$ cat src/rtl/bill_validator.sv
// Bill-path front end: synchronizes and debounces the optical sensor, measures
// occlusion width and turns each bill into exactly one Ten/Twenty/Reject outcome or a jam.
module bill_validator #(
    parameter int DEBOUNCE   = 4,
    parameter int TEN_MIN    = 20,
    parameter int TEN_MAX    = 39,
    parameter int TWENTY_MIN = 40,
    parameter int TWENTY_MAX = 79,
    parameter int JAM_CYCLES = 200,
    parameter int HOLDOFF    = 8,
    parameter int CNT_W      = 8
) (
    input  logic Clock,
    input  logic ClearN,
    input  logic BillSense,
    input  logic Accept,
    output logic Ten,
    output logic Twenty,
    output logic Reject,
    output logic Jam,
    output logic Busy
);

    localparam int DB_W = $clog2(DEBOUNCE + 1);
    localparam int HO_W = $clog2(HOLDOFF + 1);

    localparam logic [CNT_W-1:0] TEN_MIN_C    = CNT_W'(TEN_MIN);
    localparam logic [CNT_W-1:0] TEN_MAX_C    = CNT_W'(TEN_MAX);
    localparam logic [CNT_W-1:0] TWENTY_MIN_C = CNT_W'(TWENTY_MIN);
    localparam logic [CNT_W-1:0] TWENTY_MAX_C = CNT_W'(TWENTY_MAX);
    localparam logic [CNT_W-1:0] JAM_C        = CNT_W'(JAM_CYCLES);
    localparam logic [CNT_W-1:0] CNT_MAX_C    = {CNT_W{1'b1}};
    localparam logic [DB_W-1:0]  DB_LAST_C    = DB_W'(DEBOUNCE - 1);
    localparam logic [HO_W-1:0]  HO_LAST_C    = HO_W'(HOLDOFF - 1);

    typedef enum logic [2:0] {
        ST_IDLE     = 3'd0,
        ST_MEASURE  = 3'd1,
        ST_CLASSIFY = 3'd2,
        ST_JAM      = 3'd3,
        ST_HOLDOFF  = 3'd4
    } state_t;

    function automatic logic in_range(input logic [CNT_W-1:0] w,
                                      input logic [CNT_W-1:0] lo,
                                      input logic [CNT_W-1:0] hi);
        return (w >= lo) && (w <= hi);
    endfunction

    logic             sync1_q, sync2_q;
    logic             filt_q, filt_d;
    logic [DB_W-1:0]  db_cnt_q, db_cnt_d;
    state_t           state_q, state_d;
    logic [CNT_W-1:0] cnt_q, cnt_d;
    logic [HO_W-1:0]  ho_cnt_q, ho_cnt_d;
    logic             acc_ok_q, acc_ok_d;
    logic             ten_q, ten_d;
    logic             twenty_q, twenty_d;
    logic             reject_q, reject_d;
    logic             jam_q, jam_d;
    logic             busy_q, busy_d;

    // Two-flop synchronizer for the asynchronous sensor.
    always_ff @(posedge Clock or negedge ClearN) begin
        if (!ClearN) begin
            sync1_q <= 1'b0;
            sync2_q <= 1'b0;
        end else begin
            sync1_q <= BillSense;
            sync2_q <= sync1_q;
        end
    end

    // Debounce: follow S only after it has disagreed for DEBOUNCE cycles in a row.
    always_comb begin
        filt_d   = filt_q;
        db_cnt_d = {DB_W{1'b0}};
        if (sync2_q != filt_q) begin
            if (db_cnt_q == DB_LAST_C) begin
                filt_d   = sync2_q;
                db_cnt_d = {DB_W{1'b0}};
            end else begin
                db_cnt_d = db_cnt_q + DB_W'(1);
            end
        end else begin
            db_cnt_d = {DB_W{1'b0}};
        end
    end

    // Debounce state registers.
    always_ff @(posedge Clock or negedge ClearN) begin
        if (!ClearN) begin
            filt_q   <= 1'b0;
            db_cnt_q <= {DB_W{1'b0}};
        end else begin
            filt_q   <= filt_d;
            db_cnt_q <= db_cnt_d;
        end
    end

    // Bill FSM: the entry cycle is counted as width 1, so W equals the filtered high width.
    always_comb begin
        state_d  = state_q;
        cnt_d    = cnt_q;
        ho_cnt_d = ho_cnt_q;
        acc_ok_d = acc_ok_q;
        ten_d    = 1'b0;
        twenty_d = 1'b0;
        reject_d = 1'b0;
        case (state_q)
            ST_IDLE: begin
                if (filt_q) begin
                    acc_ok_d = Accept;
                    cnt_d    = CNT_W'(1);
                    state_d  = ST_MEASURE;
                end else begin
                    state_d  = ST_IDLE;
                end
            end
            ST_MEASURE: begin
                if (cnt_q >= JAM_C) begin
                    state_d = ST_JAM;
                end else if (!filt_q) begin
                    state_d = ST_CLASSIFY;
                end else if (cnt_q != CNT_MAX_C) begin
                    cnt_d = cnt_q + CNT_W'(1);
                end else begin
                    cnt_d = cnt_q;
                end
            end
            ST_CLASSIFY: begin
                if (acc_ok_q && in_range(cnt_q, TEN_MIN_C, TEN_MAX_C)) begin
                    ten_d = 1'b1;
                end else if (acc_ok_q && in_range(cnt_q, TWENTY_MIN_C, TWENTY_MAX_C)) begin
                    twenty_d = 1'b1;
                end else begin
                    reject_d = 1'b1;
                end
                ho_cnt_d = {HO_W{1'b0}};
                state_d  = ST_HOLDOFF;
            end
            ST_JAM: begin
                if (!filt_q) begin
                    ho_cnt_d = {HO_W{1'b0}};
                    state_d  = ST_HOLDOFF;
                end else begin
                    state_d  = ST_JAM;
                end
            end
            ST_HOLDOFF: begin
                // A bill arriving before the holdoff expires is measured but always rejected.
                if (filt_q) begin
                    acc_ok_d = 1'b0;
                    cnt_d    = CNT_W'(1);
                    state_d  = ST_MEASURE;
                end else if (ho_cnt_q == HO_LAST_C) begin
                    state_d  = ST_IDLE;
                end else begin
                    ho_cnt_d = ho_cnt_q + HO_W'(1);
                end
            end
            default: begin
                state_d = ST_IDLE;
            end
        endcase
        jam_d  = (state_d == ST_JAM);
        busy_d = (state_d != ST_IDLE);
    end

    // FSM state, counters and registered outputs.
    always_ff @(posedge Clock or negedge ClearN) begin
        if (!ClearN) begin
            state_q  <= ST_IDLE;
            cnt_q    <= {CNT_W{1'b0}};
            ho_cnt_q <= {HO_W{1'b0}};
            acc_ok_q <= 1'b0;
            ten_q    <= 1'b0;
            twenty_q <= 1'b0;
            reject_q <= 1'b0;
            jam_q    <= 1'b0;
            busy_q   <= 1'b0;
        end else begin
            state_q  <= state_d;
            cnt_q    <= cnt_d;
            ho_cnt_q <= ho_cnt_d;
            acc_ok_q <= acc_ok_d;
            ten_q    <= ten_d;
            twenty_q <= twenty_d;
            reject_q <= reject_d;
            jam_q    <= jam_d;
            busy_q   <= busy_d;
        end
    end

    assign Ten    = ten_q;
    assign Twenty = twenty_q;
    assign Reject = reject_q;
    assign Jam    = jam_q;
    assign Busy   = busy_q;

endmodule
$ cat config.mk
export PLATFORM = sky130hd
export DESIGN_NAME = bill_validator
export DESIGN_NICKNAME = d
export VERILOG_FILES = /design/src/rtl/bill_validator.sv
export SDC_FILE = /design/constraint.sdc
export NUM_CORES = 1
export LEC_CHECK = 0
export BUFFER_PORTS_ARGS = -buffer_cell sky130_fd_sc_hd__buf_4
export CAP_MARGIN = 25
export CORE_UTILIZATION = 40
export DETAILED_ROUTE_END_ITERATION = 7
export SLEW_MARGIN = 5
export SYNTH_ARGS = -nofsm -noshare
export SYNTH_HDL_FRONTEND = slang
export SYNTH_SLANG_ARGS = --single-unit
$ cat constraint.sdc
create_clock -name Clock -period 1.6 [get_ports Clock]
set_input_delay 0.16 -clock Clock [delete_from_list [all_inputs] [get_ports Clock]]
set_output_delay 0.16 -clock Clock [all_outputs]
set_load 0.03 [all_outputs]
* After elaboration in Yosys (flattened, before gate mapping) *
Cells that the tools add are included.

storage, ports and cells
  logic and storage cells = 82
  input port bits = 4
  register bits = 27
  output and inout bits = 5

cells by class
  magnitude comparators = 5
  reduce and logical (&&, ||, !) cells = 14
  multiplexer cells = 29
  $add $sub $neg = 3
  equality and inequality tests = 18

operators with widths
  kind                 count
  $mux 8               4
  $mux 3               7
  $ne 2x2->1 const B   8
  $pmux 8 s2           1
  $pmux 3 s5           1
  $eq 3x2->1 const B   4
  $mux 4               3
  $pmux 4 s3           1
  $mux 1               11
  $add 8x1->8 const B  1
  $ge 8x5->1 const B   1
  $ge 8x6->1 const B   1
  $ge 8x8->1 const B   1
  $le 8x6->1 const B   1
  $le 8x7->1 const B   1
  $ne 8x8->1 const B   1
  $reduce_bool 3->1    2
  $reduce_and 5->1     1
  $add 4x1->4 const B  1
  $eq 4x3->1 const B   1
  $logic_and 1x1->1    4
  $reduce_and 4->1     1
  $reduce_bool 2->1    2
  $add 3x1->3 const B  1
  other kinds (9)      9

* Logic depth before layout (Yosys ltp) *
Gate-level depths: netlist of run 1.

  word-level depth = 6
  depth in mapped cells = 7

* Worst setup path after synthesis of run 1 *
Ideal clock, no wire load.

  path kind = register to register
  start point = register filt_q
  end point = register cnt_q[4]
  setup slack = 0.023 ns
  stages on the path, launching flop included = 8
  setup time = 0.076 ns
  arrival time = 1.501 ns
  cells stage by stage = dfrtp_1 buf_6 nor2b_4 buf_6 nor2b_4 buf_6 or4_1 o21ai_1

on the way
  word-level cells in the longest chain between the ends = 2
  elaborated cells between the ends (all ways) = 3
  those cells by class = eq/ne: 2; reduce/logical: 1

RTL lines
  element                                                           RTL line  RTL
  start, declared                                                   51        logic filt_q, filt_d;
  start signal, assigned                                            96        filt_q <= filt_d;
  $ne 2x2->1 (no source line) / $ne 2x1->1 (equally long branches)  n/a
  $reduce_and 5->1 (no source line) *                               n/a
  end signal, assigned                                              174       cnt_q <= {CNT_W{1'b0}};
  end signal, assigned                                              184       cnt_q <= cnt_d;
  end, declared                                                     54        logic [CNT_W-1:0] cnt_q, cnt_d;

Every way passes the cells marked *; elsewhere a longest branch is shown, timed or not.
A chain may end at the register's enable or synchronous reset.

* Final worst setup path of run 1 *
  start point = register state_q[1]
  end point = register ho_cnt_q[3]

on the way
  word-level cells in the longest chain between the ends = 3
  elaborated cells between the ends (all ways) = 9
  those cells by class = eq/ne: 6; mux: 1; reduce/logical: 2

RTL lines
  element                                                                  RTL line  RTL
  start, declared                                                          53        state_t state_q, state_d;
  start signal, assigned                                                   183       state_q <= state_d;
  $eq 3x3->1 / $eq 3x2->1 (equally long branches)                          110       case (state_q)
  $ne 2x2->1 (no source line) / $reduce_bool 3->1 (equally long branches)  n/a
  $reduce_and 4->1 (no source line)                                        n/a
  end signal, assigned                                                     175       ho_cnt_q <= {HO_W{1'b0}};
  end signal, assigned                                                     185       ho_cnt_q <= ho_cnt_d;
  end, declared                                                            55        logic [HO_W-1:0] ho_cnt_q, ho_cnt_d;

Several ways; a longest one is shown, not always the timed one.

==> results of run 1 <==
## final cells by class
cell class	count	area (um^2)
Multi-Input combinational cell	91	638
Timing Repair Buffer	19	148
Inverter	6	22.5
Fill cell	296	1580
Clock buffer	3	22.5
Clock inverter	1	5.00
Tap cell	44	55.1
Sequential cell	27	678
## logic make-up after synthesis
logic type | after synthesis | share of synthesized area [%]
adder cells (fa/ha/maj) | 4 | 3.63
flip-flops | 27 | 49.0
multiplexers | 5 | 3.81
XOR/XNOR | 2 | 1.27
AO/OA/AOI/OAI | 26 | 12.2
AND/OR/NAND/NOR | 54 | 24.9
buffers and inverters | 11 | 5.26
## power groups by stage
stage                     logic (mW)  registers, mW  clock network (mW)
after floorplan                0.793          0.996                   0
after global placement         0.920           1.01                   0
after detailed placement       0.931           1.02                   0
after CTS                      0.940           1.01               0.311
after global routing            1.07           1.05               0.338
final                          0.942           1.01               0.293
## flip-flops by register name, indices dropped and copies added, names as in the netlist, 3 cells and up
name      flops
cnt_q         8
state_q       3
db_cnt_q      3
ho_cnt_q      4
## metrics by stage
stage                     std cells  hold WS [ns]
final                           191        0.0794
after global routing            191        0.0908
after CTS                       191        0.0688
after detailed placement        185        0.0930
after global placement          185        0.0864
after floorplan                 129        -0.136
## worst max-delay path by stage
stage / end / slack [ns] / depth (start not counted)
after floorplan: cnt_q[4]$_DFFE_PN0P_ / 0.02 / 7
after global placement: cnt_q[0]$_DFFE_PN0P_ / 0.08 / 4
after detailed placement: cnt_q[0]$_DFFE_PN0P_ / -0.005 / 4
after CTS: cnt_q[4]$_DFFE_PN0P_ / 0.05 / 4
after global routing: ho_cnt_q[3]$_DFFE_PN0P_ / 0.005 / 4
final: ho_cnt_q[3]$_DFFE_PN0P_ / 0.11 / 4
## metal layers
layer	up-vias	routed length, um	global-route usage [%]
li1	500	-	-
met1	483	1100	19.9
met2	22	1220	30.8
met3	0	66	3.84
met4	0	0	1.95
met5	-	0	0
## cell usage in the layout (no fill, tap or decap), types with 3 or more instances in the layout
master	count
sky130_fd_sc_hd__o21ai_0	7
sky130_fd_sc_hd__mux2i_1	3
sky130_fd_sc_hd__clkbuf_4	3
sky130_fd_sc_hd__inv_1	6
sky130_fd_sc_hd__or3_1	4
sky130_fd_sc_hd__nand3_1	5
sky130_fd_sc_hd__ha_1	4
sky130_fd_sc_hd__nor3b_1	4
sky130_fd_sc_hd__nand2b_1	3
sky130_fd_sc_hd__nor2b_1	4
sky130_fd_sc_hd__dfrtp_1	25
sky130_fd_sc_hd__nand2_1	8
sky130_fd_sc_hd__nor3_1	4
sky130_fd_sc_hd__nor2_1	6
sky130_fd_sc_hd__buf_4	17
sky130_fd_sc_hd__a21oi_1	7
## critical path: stages (launching register included)
cell and delay [ns]:
sky130_fd_sc_hd__dfrtp_2 0.52, sky130_fd_sc_hd__nor3b_2 0.29, sky130_fd_sc_hd__and3b_1 0.25, sky130_fd_sc_hd__nor3b_1 0.07, sky130_fd_sc_hd__a211o_1 0.27
## timing repair
action | 4_1_cts | 5_1_grt
setup endpoints to repair | 1 | 8
gates resized for setup | 1 | 2
hold buffers | 2 | 0
endpoints found under the hold margin | 28 | 0
buffers inserted | 0 | 0
pin swaps | 0 | 0
==> insert_results.sql, run 1 <==
INSERT INTO impl_metrics (metric_group, metric, value, unit) VALUES
('die', 'dieArea', '0.00369', 'mm^2'),
('finish', 'area_delta_synth_final', '13.8', '%'),
('logic_synthesis', 'synth.ff_latch_count', '27', ''),
('finish', 'net_count_final', '156', ''),
('route', 'postRouteWirelength', '2.39', 'mm'),
('finish', 'layout-drive-gt1-share', '21.1', '%'),
('logic_synthesis', 'synth_cell_types', '42', ''),
('global_route', 'grt_antenna_before_repair', '0', ''),
('setup_path', 'r2r_cells', '4', ''),
('global_route', 'grt_util_all_layers', '16.5', '%'),
('timing', 'final_min_period', '1.49', 'ns'),
('logic_synthesis', 'post_synthesis_average_cell_area', '10.7', 'um^2'),
('timing', 'fin_crit_sh', '93.4', '%'),
('placement', 'placement.setup.worst_slack', '-0.00523', 'ns'),
('power_and_ir_drop', 'vdd_ir_drop_max', '0.000652', 'V'),
('placement', 'routabilityCongestion', '0.735', ''),
('power_and_ir_drop', 'total_leakage_power', '0.717', 'nW'),
('logic_synthesis', 'postSynthNetCount', '137', ''),
('clock_tree', 'cts_root_buffer', 'sky130_fd_sc_hd__clkbuf_4', ''),
('hold_path', 'holdPathStages', '3', ''),
('clock_tree', 'clock_transition_at_the_registers_of_the_reported_paths', '0.14', 'ns'),
('setup_path', 'critical_path.startpoint_type', 'flop', ''),
('power_and_ir_drop', 'netSwitchingFraction', '38.5', '%'),
('setup_path', 'worst_ep_required_time', '1.83', 'ns'),
('logic_synthesis', 'synth_enable_flop_cells', '0', ''),
('setup_path', 'r2r_end', 'ho_cnt_q[3]$_DFFE_PN0P_', ''),
('route', 'drcViolationCount', '0', ''),
('clock_tree', 'cts_htree_levels', '1', ''),
('power_and_ir_drop', 'p_sw', '0.865', 'mW'),
('placement', 'detailedPlacementHpwl', '1.77', 'mm'),
('setup_path', 'r2r_start', 'state_q[1]$_DFF_PN0_', ''),
('die', 'die_w', '60.7', 'um'),
('outcome', 'status', 'finished, final reports clean', ''),
('global_route', 'first_global_vias', '1038', ''),
('die', 'io_pins', '9', ''),
('route', 'dr_total_vias', '1005', ''),
('logic_synthesis', 'synth.cells.most_frequent', 'sky130_fd_sc_hd__dfrtp_1, sky130_fd_sc_hd__nand2_1, sky130_fd_sc_hd__a21oi_1, sky130_fd_sc_hd__o21ai_0', ''),
('timing', 'worst_slack', '0.106', 'ns'),
('global_route', 'grt_first_pass_wirelength', '4.53', 'mm'),
('clock_tree', 'max-clock-path-buffers', '2', ''),
('clock_tree', 'tritoncts', 'yes', ''),
('power_and_ir_drop', 'cellInternalPower', '1.38', 'mW'),
('placement', 'placed_area', '0.00151', 'mm^2'),
('power_and_ir_drop', 'p_per_area', '1430', 'mW/mm^2'),
('finish', 'finalInstanceArea', '0.00157', 'mm^2'),
('timing', 'setup_total_negative_slack', '0', 'ns'),
('logic_synthesis', 'synth.top_cell.area_share', '49.0', '%'),
('timing', 'maximum_clock_frequency', '669', 'MHz'),
('logic_synthesis', 'synthesis.yosys.warnings', '0', ''),
('placement', 'buffer_ports.inserted', '8', ''),
('timing', 'worst_slew_margin_rel', '65.6', '%'),
('logic_synthesis', 'netlist_area', '0.00138', 'mm^2'),
('power_and_ir_drop', 'sequential_cell_fraction_of_total_power', '45.1', '%'),
('global_route', 'grt-ovfl-total', '0', ''),
('clock_tree', 'clock-sinks', '27', ''),
('logic_synthesis', 'yosys_most_used_dff', 'sky130_fd_sc_hd__dfrtp_1', ''),
('route', 'drt_pass1_iterations', '4', ''),
('logic_synthesis', 'synth_top_area_cell', 'sky130_fd_sc_hd__dfrtp_1', ''),
('timing', 'finClkSkew', '0.00310', 'ns'),
('route', 'post_drt_via_cell_ratio', '5.26', ''),
('power_and_ir_drop', 'share_clk_of_total_power', '13.0', '%'),
('timing', 'worst-slew-pin-transition', '0.508', 'ns'),
('setup_path', 'worstSetupStartpoint', 'state_q[1]$_DFF_PN0_', ''),
('hold_path', 'worst_hold_startpoint', 'Accept', ''),
('timing', 'timing.final.max_slew_violations', '0', ''),
('finish', 'final_core_utilization', '49.8', '%'),
('timing', 'setup_viol', '0', ''),
('finish', 'antenna_cells_inserted', '0', ''),
('timing', 'finalHoldViolations', '0', ''),
('die', 'floorplan.die.height', '60.7', 'um'),
('logic_synthesis', 'synth-async-reset-ratio', '100', '%');
Note: power is estimated with default switching activity, not from simulation.
==> run 2, diff against run 1 <==
--- a/config.mk
+++ b/config.mk
@@ -5,6 +5,7 @@
 export SDC_FILE = /design/constraint.sdc
 export NUM_CORES = 1
 export LEC_CHECK = 0
+export ABC_AREA = 1
 export BUFFER_PORTS_ARGS = -buffer_cell sky130_fd_sc_hd__buf_4
 export CAP_MARGIN = 25
 export CORE_UTILIZATION = 40
==> insert_results.sql, run 2 <==
INSERT INTO impl_metrics (metric_group, metric, value, unit) VALUES
('outcome', 'status', 'finished, final reports clean', ''),
('placement', 'placement.setup.worst_slack', '0.318', 'ns'),
('finish', 'layoutNonFillerInstCount', '231', ''),
('clock_tree', 'max-clock-path-buffers', '2', ''),
('timing', 'worst_slack', '0.291', 'ns'),
('power_and_ir_drop', 'cellInternalPower', '1.22', 'mW'),
('clock_tree', 'worstSkewPairLatency', '0.33', 'ns'),
('route', 'first_iter_violations', '101', ''),
('finish', 'largest-register', 'cnt_q', ''),
('power_and_ir_drop', 'sequential_cell_fraction_of_total_power', '44.9', '%'),
('logic_synthesis', 'synth_enable_flop_cells', '0', ''),
('power_and_ir_drop', 'p_comb_share', '40.9', '%'),
('timing', 'final_min_period', '1.31', 'ns'),
('logic_synthesis', 'post_synthesis_average_cell_area', '8.10', 'um^2'),
('timing', 'setup_total_negative_slack', '0', 'ns'),
('finish', 'finalInstanceArea', '0.00155', 'mm^2'),
('route', 'detail_route.wl_per_cell', '10.7', 'um'),
('power_and_ir_drop', 'total_leakage_power', '0.775', 'nW'),
('global_route', 'grt_util_all_layers', '15.4', '%'),
('clock_tree', 'cts_setup_buffers', '0', ''),
('finish', 'mostFrequentLayoutCell', 'sky130_fd_sc_hd__nand2_1', ''),
('timing', 'setup_viol', '0', ''),
('setup_path', 'worstSetupEndpointType', 'flop', ''),
('clock_tree', 'tritoncts.num_buffers', '3', ''),
('logic_synthesis', 'yosys.cell_count.top_type', 'sky130_fd_sc_hd__nand2_1', ''),
('global_route', 'grt-ovfl-total', '0', ''),
('clock_tree', 'tritoncts', 'yes', ''),
('route', 'drcViolationCount', '0', ''),
('clock_tree', 'clock-sinks', '27', ''),
('logic_synthesis', 'synth.top_cell.area_share', '48.2', '%'),
('setup_path', 'critPathMostFrequentCell', 'sky130_fd_sc_hd__nand2_1', ''),
('power_and_ir_drop', 'p_per_area', '1370', 'mW/mm^2'),
('logic_synthesis', 'netlist_area', '0.00140', 'mm^2'),
('setup_path', 'worst_ep_required_time', '1.83', 'ns'),
('power_and_ir_drop', 'total_power', '2.13', 'mW'),
('setup_path', 'timing.critical_path.buf_inv', '1', ''),
('logic_synthesis', 'postSynthNetCount', '181', ''),
('logic_synthesis', 'synth_top_area_cell', 'sky130_fd_sc_hd__dfrtp_1', ''),
('global_route', 'grt_start_max_net_pins', '28', ''),
('clock_tree', 'clock_transition_at_the_registers_of_the_reported_paths', '0.15', 'ns'),
('finish', 'net_count_final', '194', ''),
('route', 'drt.antenna.violating_nets', '0', ''),
('finish', 'largest_register_ff_count', '8', ''),
('route', 'post_drt_via_cell_ratio', '4.67', ''),
('setup_path', 'critical_path.startpoint_type', 'flop', ''),
('logic_synthesis', 'syn_inst', '173', ''),
('global_route', 'grt_first_pass_wirelength', '4.32', 'mm'),
('clock_tree', 'postCtsResizedCells', '0', ''),
('timing', 'maximum_clock_frequency', '764', 'MHz'),
('logic_synthesis', 'synthesis.yosys.warnings', '0', ''),
('timing', 'fin_crit_sh', '81.8', '%'),
('clock_tree', 'cts_hold_repair.buffers', '2', ''),
('die', 'placementRows', '21', ''),
('route', 'drt_pass1_iterations', '5', ''),
('die', 'floorplan.die.height', '61.2', 'um'),
('setup_path', 'cp_data_arrival_time', '1.54', 'ns'),
('logic_synthesis', 'synth.cells.most_frequent', 'sky130_fd_sc_hd__nand2_1, sky130_fd_sc_hd__dfrtp_1, sky130_fd_sc_hd__nor2_1', ''),
('logic_synthesis', 'seq_area_frac_synth', '48.2', '%'),
('logic_synthesis', 'yosys_most_used_dff', 'sky130_fd_sc_hd__dfrtp_1', ''),
('logic_synthesis', 'synth.ff_latch_count', '27', ''),
('placement', 'routabilityCongestion', '0.811', ''),
('timing', 'finClkSkew', '0.00711', 'ns'),
('job', 'drv.max_cap_violation_count', '0', ''),
('timing', 'timing.final.max_slew_violations', '0', ''),
('hold_path', 'worstHoldPathType', 'input pin to flop', ''),
('setup_path', 'stage_delay_of_the_slowest_cell_on_the_critical_path', '0.49', 'ns'),
('finish', 'most-common-layout-cells', 'sky130_fd_sc_hd__nand2_1, sky130_fd_sc_hd__dfrtp_1, sky130_fd_sc_hd__nor2_1', ''),
('timing', 'worst_slew_margin_rel', '77.3', '%'),
('power_and_ir_drop', 'share_clk_of_total_power', '14.3', '%'),
('die', 'design.core.area', '0.00334', 'mm^2'),
('power_and_ir_drop', 'p_sw', '0.909', 'mW'),
('setup_path', 'worst-path-max-fanout', '9', ''),
('placement', 'placed_area', '0.00150', 'mm^2'),
('power_and_ir_drop', 'vdd_ir_drop_max', '0.000754', 'V'),
('logic_synthesis', 'netlist_top_cells_area', 'sky130_fd_sc_hd__dfrtp_1, sky130_fd_sc_hd__nand2_1, sky130_fd_sc_hd__nor2_1, sky130_fd_sc_hd__inv_1, sky130_fd_sc_hd__nand3_1', ''),
('die', 'dieArea', '0.00374', 'mm^2'),
('finish', 'nFillCells', '331', ''),
('global_route', 'first_global_vias', '1024', ''),
('placement', 'detailedPlacementHpwl', '1.87', 'mm'),
('route', 'postRouteWirelength', '2.48', 'mm'),
('global_route', 'grt_antenna_before_repair', '0', ''),
('timing', 'worst-slew-pin-transition', '0.341', 'ns'),
('setup_path', 'path_cells', 'inv_2 -> nand2_4 -> nor2_4 -> nand2_1 -> nand2_1 -> nand2_4 -> nand2_1 -> o21ai_1', ''),
('finish', 'antenna_cells_inserted', '0', ''),
('placement', 'buffer_ports.inserted', '8', ''),
('setup_path', 'timing.setup.critical_path_class', 'flop to flop', ''),
('logic_synthesis', 'synth-async-reset-ratio', '100', '%'),
('timing', 'finalHoldViolations', '0', ''),
('finish', 'reg.largest.list', 'cnt_q (8), ho_cnt_q (4)', ''),
('placement', 'post_placement_cell_count', '225', ''),
('setup_path', 'crit_slowest_cell', 'sky130_fd_sc_hd__dfrtp_1', ''),
('die', 'io_pins', '9', ''),
('die', 'floorplan.initialDensity', '42.0', '%'),
('route', 'dr_total_vias', '1078', ''),
('die', 'die_w', '61.2', 'um'),
('finish', 'area_delta_synth_final', '10.8', '%'),
('logic_synthesis', 'synth_cell_types', '29', ''),
('clock_tree', 'cts_htree_levels', '1', ''),
('power_and_ir_drop', 'netSwitchingFraction', '42.8', '%'),
('setup_path', 'cpLargestDelayFamily', 'simple AND/OR/NAND/NOR gates', ''),
('finish', 'layout-drive-gt1-share', '15.7', '%'),
('timing', 'unrepaired_setup_endpoints_after_global_routing', 'no', ''),
('clock_tree', 'cts_root_buffer', 'sky130_fd_sc_hd__clkbuf_4', '');
==> run 2: cell count changes after synthesis, sizes merged, moves of 4 or more <==
cell    previous run  this run
nand2              8        51
nand3              5        13
nor3b              5         1
nor2b              6         0
or3                4         0
nor2               7        25
nand2b             4         0
inv                6        23
==> run 2: layer usage <==
metal | track usage [%] | share of wire (%)
met2 | 24.8 | 49
met5 | 0 | 0
met3 | 2.10 | 3.7
met1 | 20.9 | 47
met4 | 6.49 | 0
==> run 2: worst paths after layout <==
path	from	endpoint	slack (ns)	depth (start not counted)
max in group asynchronous	ClearN	ho_cnt_q[0]$_DFFE_PN0P_	1.09	2
min	Accept	acc_ok_q$_DFFE_PN0P_	0.09	3
max	state_q[0]$_DFF_PN0_	ho_cnt_q[1]$_DFFE_PN0P_	0.29	8
max reg2reg	state_q[0]$_DFF_PN0_	ho_cnt_q[1]$_DFFE_PN0P_	0.29	8
min reg2reg	sync1_q$_DFF_PN0_	sync2_q$_DFF_PN0_	0.37	0
min in group asynchronous	ClearN	cnt_q[5]$_DFFE_PN0P_	0.26	2
==> run 2: area by class of cell <==
class	instances	area, um^2	share of cell area [%]
Clock buffer	3	22.5	1.45
Clock inverter	1	7.51	0.483
Inverter	23	86.3	5.56
Multi-Input combinational cell	120	616	39.6
Sequential cell	27	676	43.5
Tap cell	46	57.6	3.71
Timing Repair Buffer	11	87.6	5.64
==> run 2: metrics by stage <==
stage	utilization (%)	hold WS (ns)
finish	46.5	0.0869
detailed placement	45.0	0.0957
floorplan	-	-0.136
CTS	46.5	0.0816
global placement	45.0	0.0901
global route	46.5	0.0774
==> run 2: tightest hold or removal path, cell delays in order <==
cell and delay [ns]:
sky130_fd_sc_hd__buf_4 0.11, sky130_fd_sc_hd__nand2_1 0.06, sky130_fd_sc_hd__a31oi_1 0.07
==> run 2: power groups by stage <==
| stage | clock [mW] | sequential (mW) | combinational, mW |
|---|---|---|---|
| detailed placement | 0 | 0.967 | 0.876 |
| finish | 0.304 | 0.953 | 0.868 |
| CTS | 0.316 | 0.954 | 0.883 |
| floorplan | 0 | 0.996 | 0.657 |
| global placement | 0 | 0.963 | 0.858 |
| global route | 0.339 | 0.973 | 0.994 |
==> run 2: logic make-up after synthesis <==
family                     after synthesis  synth area share [%]
xor gates and xnor gates                 5                  3.12
buffers and inverters                   26                  7.86
and+or+nand+nor                         95                  30.4
AOI/OAI and AO/OA                       16                  6.79
adders and majority gates                4                  3.57
DFF                                     27                  48.2
